`config.mk`:
```
export PLATFORM = sky130hd
export DESIGN_NAME = sine_uart_ctrl_flat
export DESIGN_NICKNAME = d
export VERILOG_FILES = /design/src/rtl/sine_uart_pkg.sv /design/src/rtl/sine_uart_if.sv /design/src/rtl/sine_uart_ctrl_sample_prescaler.sv /design/src/rtl/sine_uart_ctrl.sv /design/src/flat_wrapper.sv
export SDC_FILE = /design/constraint.sdc
export NUM_CORES = 1
export LEC_CHECK = 0
export BUFFER_PORTS_ARGS = -buffer_cell sky130_fd_sc_hd__buf_4
export CAP_MARGIN = 40
export CORE_UTILIZATION = 30
export CTS_CLUSTER_DIAMETER = 100
export DETAILED_ROUTE_END_ITERATION = 16
export GPL_ROUTABILITY_DRIVEN = 1
export HOLD_SLACK_MARGIN = 0.12
export PLACE_DENSITY_LB_ADDON = 0.05
export SYNTH_ARGS = -nofsm -noshare
export SYNTH_HDL_FRONTEND = slang
export SYNTH_HIERARCHICAL = 1
export SYNTH_SLANG_ARGS = --single-unit
```
`constraint.sdc`:
```
create_clock -name clk -period 3.3 [get_ports clk]
set_clock_uncertainty 0.05 [all_clocks]
set_input_delay 0.165 -clock clk [delete_from_list [all_inputs] [get_ports clk]]
set_output_delay 0.165 -clock clk [all_outputs]
set_load 0.05 [all_outputs]
```
`src/rtl/sine_uart_pkg.sv`:
```
// Shared types and constants for the sine generator UART controller.
// Command codes, frame bytes and the parser state enum.
package sine_uart_pkg;

  localparam logic [7:0] HDR = 8'hA5;
  localparam logic [7:0] ACK = 8'h06;
  localparam logic [7:0] NAK = 8'h15;

  localparam logic [7:0] CMD_STEP_LO  = 8'h01;
  localparam logic [7:0] CMD_STEP_HI  = 8'h02;
  localparam logic [7:0] CMD_AMP      = 8'h03;
  localparam logic [7:0] CMD_RUN      = 8'h04;
  localparam logic [7:0] CMD_PRESC_LO = 8'h05;
  localparam logic [7:0] CMD_PRESC_HI = 8'h06;
  localparam logic [7:0] CMD_STATUS   = 8'h10;

  typedef enum logic [1:0] {
    IDLE,
    CMD,
    DATA,
    RESP
  } state_e;

endpackage

```
`src/rtl/sine_uart_if.sv`:
```
// Byte stream between the UART RX/TX pair and the command controller.
// master = UART side, slave = controller side.
interface sine_uart_if;
  logic [7:0] rx_data;
  logic       rx_valid;
  logic [7:0] tx_data;
  logic       tx_valid;
  logic       tx_ready;

  modport master (
    output rx_data, rx_valid, tx_ready,
    input  tx_data, tx_valid
  );

  modport slave (
    input  rx_data, rx_valid, tx_ready,
    output tx_data, tx_valid
  );
endinterface

```
`src/rtl/sine_uart_ctrl_sample_prescaler.sv`:
```
// Sample-rate down-counter; one-cycle tick every presc+1 cycles.
// load and presc come straight from the register write path.
module sample_prescaler #(
  parameter logic [15:0] PRESC_RST = 16'd999
) (
  input  logic        clk,
  input  logic        rst_n,
  input  logic [15:0] presc,
  input  logic        load,
  input  logic        run,
  output logic        sample_tick
);

  logic [15:0] cnt_q, cnt_d;

  // a write or a stopped generator always restarts the period
  always_comb begin
    cnt_d = cnt_q - 16'd1;
    if (load || !run || cnt_q == 16'd0) begin
      cnt_d = presc;
    end
  end

  always_ff @(posedge clk or negedge rst_n) begin
    if (!rst_n) cnt_q <= PRESC_RST;
    else        cnt_q <= cnt_d;
  end

  assign sample_tick = run && (cnt_q == 16'd0);

endmodule

```
`src/rtl/sine_uart_ctrl.sv`:
```
// Frame parser, config register file and status responder for the
// PWM sine generator.
module sine_uart_ctrl
  import sine_uart_pkg::*;
#(
  parameter int          TIMEOUT_CYCLES = 100000,
  parameter logic [15:0] PRESC_RST      = 16'd999,
  parameter logic [15:0] STEP_RST       = 16'h0100
) (
  input  logic        clk,
  input  logic        rst_n,
  sine_uart_if.slave  uart,
  output logic [15:0] step,
  output logic [1:0]  amp_shift,
  output logic        run,
  output logic        sample_tick
);

  localparam int GW = $clog2(TIMEOUT_CYCLES);
  localparam logic [GW-1:0] GAP_MAX = GW'(TIMEOUT_CYCLES - 1);

  state_e      state_q, state_d;
  logic [7:0]  cmd_q, cmd_d;
  logic [7:0]  tx_data_q, tx_data_d;
  logic [GW-1:0] gap_q, gap_d;
  logic [15:0] step_q, step_d;
  logic [7:0]  step_sh_q, step_sh_d;
  logic [1:0]  amp_q, amp_d;
  logic        run_q, run_d;
  logic [15:0] presc_q, presc_d;
  logic [7:0]  presc_sh_q, presc_sh_d;
  logic        presc_wr;
  logic        byte_ok;

  assign byte_ok = uart.rx_valid;

  always_comb begin
    state_d    = state_q;
    cmd_d      = cmd_q;
    tx_data_d  = tx_data_q;
    gap_d      = gap_q;
    step_d     = step_q;
    step_sh_d  = step_sh_q;
    amp_d      = amp_q;
    run_d      = run_q;
    presc_d    = presc_q;
    presc_sh_d = presc_sh_q;
    presc_wr   = 1'b0;
    unique case (state_q)
      IDLE: begin
        if (byte_ok && uart.rx_data == HDR) begin
          state_d = CMD;
          gap_d   = '0;
        end
      end
      CMD, DATA: begin
        if (byte_ok) begin
          gap_d = '0;
          if (state_q == CMD) begin
            cmd_d   = uart.rx_data;
            state_d = DATA;
          end else begin
            state_d   = RESP;
            tx_data_d = ACK;
            case (cmd_q)
              CMD_STEP_LO:  step_sh_d = uart.rx_data;
              CMD_STEP_HI:  step_d = {uart.rx_data, step_sh_q};
              CMD_AMP:      amp_d = uart.rx_data[1:0];
              CMD_RUN:      run_d = uart.rx_data[0];
              CMD_PRESC_LO: presc_sh_d = uart.rx_data;
              CMD_PRESC_HI: begin
                presc_d  = {uart.rx_data, presc_sh_q};
                presc_wr = 1'b1;
              end
              CMD_STATUS:   tx_data_d = {run_q, amp_q, 5'b0};
              default:      tx_data_d = NAK;
            endcase
          end
        end else if (gap_q == GAP_MAX) begin
          // stale partial frame: drop silently
          state_d = IDLE;
          gap_d   = '0;
        end else begin
          gap_d = gap_q + GW'(1);
        end
      end
      RESP: begin
        if (uart.tx_ready) state_d = IDLE;
      end
    endcase
  end

  always_ff @(posedge clk or negedge rst_n) begin
    if (!rst_n) begin
      state_q    <= IDLE;
      cmd_q      <= 8'h00;
      tx_data_q  <= 8'h00;
      gap_q      <= '0;
      step_q     <= STEP_RST;
      step_sh_q  <= 8'h00;
      amp_q      <= 2'd0;
      run_q      <= 1'b0;
      presc_q    <= PRESC_RST;
      presc_sh_q <= 8'h00;
    end else begin
      state_q    <= state_d;
      cmd_q      <= cmd_d;
      tx_data_q  <= tx_data_d;
      gap_q      <= gap_d;
      step_q     <= step_d;
      step_sh_q  <= step_sh_d;
      amp_q      <= amp_d;
      run_q      <= run_d;
      presc_q    <= presc_d;
      presc_sh_q <= presc_sh_d;
    end
  end

  sample_prescaler #(
    .PRESC_RST (PRESC_RST)
  ) u_presc (
    .clk         (clk),
    .rst_n       (rst_n),
    .presc       (presc_d),
    .load        (presc_wr),
    .run         (run_q),
    .sample_tick (sample_tick)
  );

  assign uart.tx_valid = (state_q == RESP);
  assign uart.tx_data  = tx_data_q;
  assign step          = step_q;
  assign amp_shift     = amp_q;
  assign run           = run_q;

endmodule

```
`src/flat_wrapper.sv`:
```
// flat-port wrapper written by rule: the top's interface ports become plain ports
module sine_uart_ctrl_flat import sine_uart_pkg::*;
#(
  parameter int          TIMEOUT_CYCLES = 100000,
  parameter logic [15:0] PRESC_RST      = 16'd999,
  parameter logic [15:0] STEP_RST       = 16'h0100
)
  (clk, rst_n, step, amp_shift, run, sample_tick, uart_rx_data, uart_rx_valid, uart_tx_ready, uart_tx_data, uart_tx_valid);
  sine_uart_if uart_i ();
  input  logic clk;
  input  logic rst_n;
  output logic [15:0] step;
  output logic [1:0] amp_shift;
  output logic run;
  output logic sample_tick;
  input wire logic [$bits(uart_i.rx_data)-1:0] uart_rx_data;
  input wire logic [$bits(uart_i.rx_valid)-1:0] uart_rx_valid;
  input wire logic [$bits(uart_i.tx_ready)-1:0] uart_tx_ready;
  output wire logic [$bits(uart_i.tx_data)-1:0] uart_tx_data;
  output wire logic [$bits(uart_i.tx_valid)-1:0] uart_tx_valid;
  assign uart_i.rx_data = uart_rx_data;
  assign uart_i.rx_valid = uart_rx_valid;
  assign uart_i.tx_ready = uart_tx_ready;
  assign uart_tx_data = uart_i.tx_data;
  assign uart_tx_valid = uart_i.tx_valid;
  sine_uart_ctrl #(.TIMEOUT_CYCLES(TIMEOUT_CYCLES), .PRESC_RST(PRESC_RST), .STEP_RST(STEP_RST)) u_core (.clk(clk), .rst_n(rst_n), .uart(uart_i), .step(step), .amp_shift(amp_shift), .run(run), .sample_tick(sample_tick));
endmodule
```
==> run metrics <==
CP bufs+invs=2; Final setup viols=0; Slew Limit Headroom=0.610; DR DRC count=0; clock transition at the registers of the reported paths=0.07 ns; sequential-to-total area share from yosys stat=0.524; number of global-route vias before repair=3256; PwrDens=837 nW/µm²; top-count cell post-synth=dfrtp_1; fraction of registers with async set/reset=1.00; Crit-path slowest cell=nor3b_4; first-pass GRT wire length=18.3 mm; CP Data Required Time=3.49 ns; ranking of synthesized cells by area=dfrtp_1 43%, mux2_2 13%, dfstp_2 9.3%; share of layout cells above drive strength 1=0.374; core area=15400 µm²; syn avg cell area=12.2 µm²; count of final max-slew check failures=0; CP Cell Sequence=inv_1 -> ha_1 -> nand2_1 -> nor2_2 -> nand2_1 -> nor3b_4 -> buf_12 -> mux2_2 -> mux2_4; H-tree lvl count=3; fmax=354 MHz; Yosys warning count=6; Final Hold Vio Count=0; Pleak=2.63 nW; Synth Flop Type=dfrtp_1; Place WS=0.479 ns; CTS resizes=0; via count=3190; CTS tree=yes; MaxCap Viol Count=0; IO buf count=39; slew of the pin with the lowest slew margin=0.577 ns; CP Data Arrival Time=3.01 ns; vias per cell=4.80; Post-Syn Instances=395; CP peak stage delay=0.51 ns; IO Pins=41; CP dominant cell by count=nand2_1; # Post-CTS Setup Buffers=0; Pwr Total=4.83 mW; Worst Path Max Fanout=11; Core Util, Final=0.374; final setup TNS=0 ns; Longest Clk Path Bufs=2; Hold Crit Class=input pin to register; global route total overflow=0; min cycle time layout=2.82 ns; largest net degree at the start of global routing=41; Seq cells post-synth=100; CTS Hold Bufs=9; CTS buffer count=9; final period utilization=0.856; Synth cell types=58; routability cong.=0.728; iteration count of the initial detailed-routing pass=4; final setup margin=0.476 ns; DR WL/cell=17.0 µm; delay-heaviest family, CP=simple AND/OR/NAND/NOR gates; WL final=11.3 mm; Starting Density=0.312; # diodes=0; CP Capture Type=register; share of the synthesized area in the top cell type=0.432; detailed router's first-iteration violation count=144; Root Buffer=clkbuf_16; Die W=129 µm; Antenna Nets Post-Route=0; Die Height=129 µm; Clock Latency Late Sink=0.35 ns; RSZ-0062 raised after global routing=false; hpwl dp=7.71 mm; Crit Path Class=register to register; total clock sinks=100; Synth Cell Area=4810 µm²; Post-synth EDFFs=0; area leader, netlist=dfrtp_1; final net count=466; top cells by count, synth=83 x dfrtp_1, 56 x mux2_2, 36 x nand2_1; Max IR drop VDD=0.339 mV; Layout fillers=1556; Critical Path Source Type=register; outcome=completed; # rows=45; initial antenna violation count=0; syn_nets=412; Area Growth Syn to Fin=19.9%; die area=16600 µm²; GRT Resource Usage Total=0.148
-- flip-flops by register name (all words and copies together) (netlist names) --
name,flops
u_core/amp_shift,2
u_core/cmd_q,8
u_core/gap_q,17
u_core/presc_q,16
u_core/presc_sh_q,8
u_core/run,1
u_core/state_q,2
u_core/step,16
u_core/step_sh_q,8
u_core/u_presc/cnt_q,16
u_core/uart.tx_data,6
-- worst reg2reg max path, delay by kind of cell (launching register included) --
family | cells | cell delay (ns)
adder cells (fa/ha/maj) | 1 | 0.35
buffers and inverters | 2 | 0.28
flip-flops | 1 | 0.39
multiplexers | 2 | 0.61
AND/OR/NAND/NOR | 4 | 1.03
-- worst paths after layout --
kind	startpoint	to	slack, ns	cells after the start
max	u_core/state_q[0]	u_core/u_presc/cnt_q[13]	0.48	9
min	uart_rx_data[1]	u_core/step_sh_q[1]	0.13	2
max reg2reg	u_core/state_q[0]	u_core/u_presc/cnt_q[13]	0.48	9
min reg2reg	u_core/uart.tx_data[2]	u_core/uart.tx_data[2]	0.44	1
max in group asynchronous	rst_n	u_core/step_sh_q[6]	2.08	4
min in group asynchronous	rst_n	u_core/gap_q[0]	0.25	2
-- logic make-up (layout without fill, tap and decap cells) --
group | Yosys count | after routing | share of synthesized area
xor gates and xnor gates | 12 | 12 | 0.0218
adders and majority gates | 5 | 5 | 0.0130
muxes | 70 | 70 | 0.173
other | 1 | 1 | 0.000779
and+or+nand+nor | 130 | 130 | 0.168
buffers and inverters | 25 | 84 | 0.0309
DFF | 100 | 100 | 0.524
AOI/OAI and AO/OA | 52 | 52 | 0.0686
-- power breakdown --
group / switching, mW / total (mW) / internal [mW]
clock: 0.494 / 1.13 / 0.640
combinational: 1.15 / 1.98 / 0.827
sequential: 0.230 / 1.72 / 1.49
total: 1.87 / 4.83 / 2.96
-- layout by cell type (no fill, tap or decap), types with 11 or more instances in the layout --
master   netlist  final
inv_1         11     11
a21oi_1       22     22
mux2_2        56     56
xnor2_1       12     12
nand2_1       36     36
dfstp_2       17     17
nand3_1       18     18
dfrtp_1       83     83
buf_4          2     46
mux2_4        12     12
-- layer usage --
metal / wire length (µm) / track usage
met5: 0 / 0
met4: 62 / 0.0353
met3: 390 / 0.0424
met2: 4910 / 0.221
met1: 5930 / 0.210
-- cell type report --
cell class                      instances  area, µm²  area share
Sequential cell                       100       2520       0.437
Multi-Input combinational cell        270       2140       0.371
Inverter                               11       41.3     0.00716
Clock buffer                           11        253      0.0438
Timing Repair Buffer                   57        483      0.0837
Tap cell                              211        264      0.0458
Clock inverter                          5       65.1      0.0113
-- metrics by stage --
step,cell area [µm²],hold slack [ns],cells
2_1_floorplan,4810,-0.181,395
3_3_place_gp,5340,0.326,639
3_5_place_dp,5360,0.0996,640
4_1_cts,5770,0.129,665
5_1_grt,5770,0.129,665
6_report,5770,0.134,665
Power figures use the tool's default switching activity.
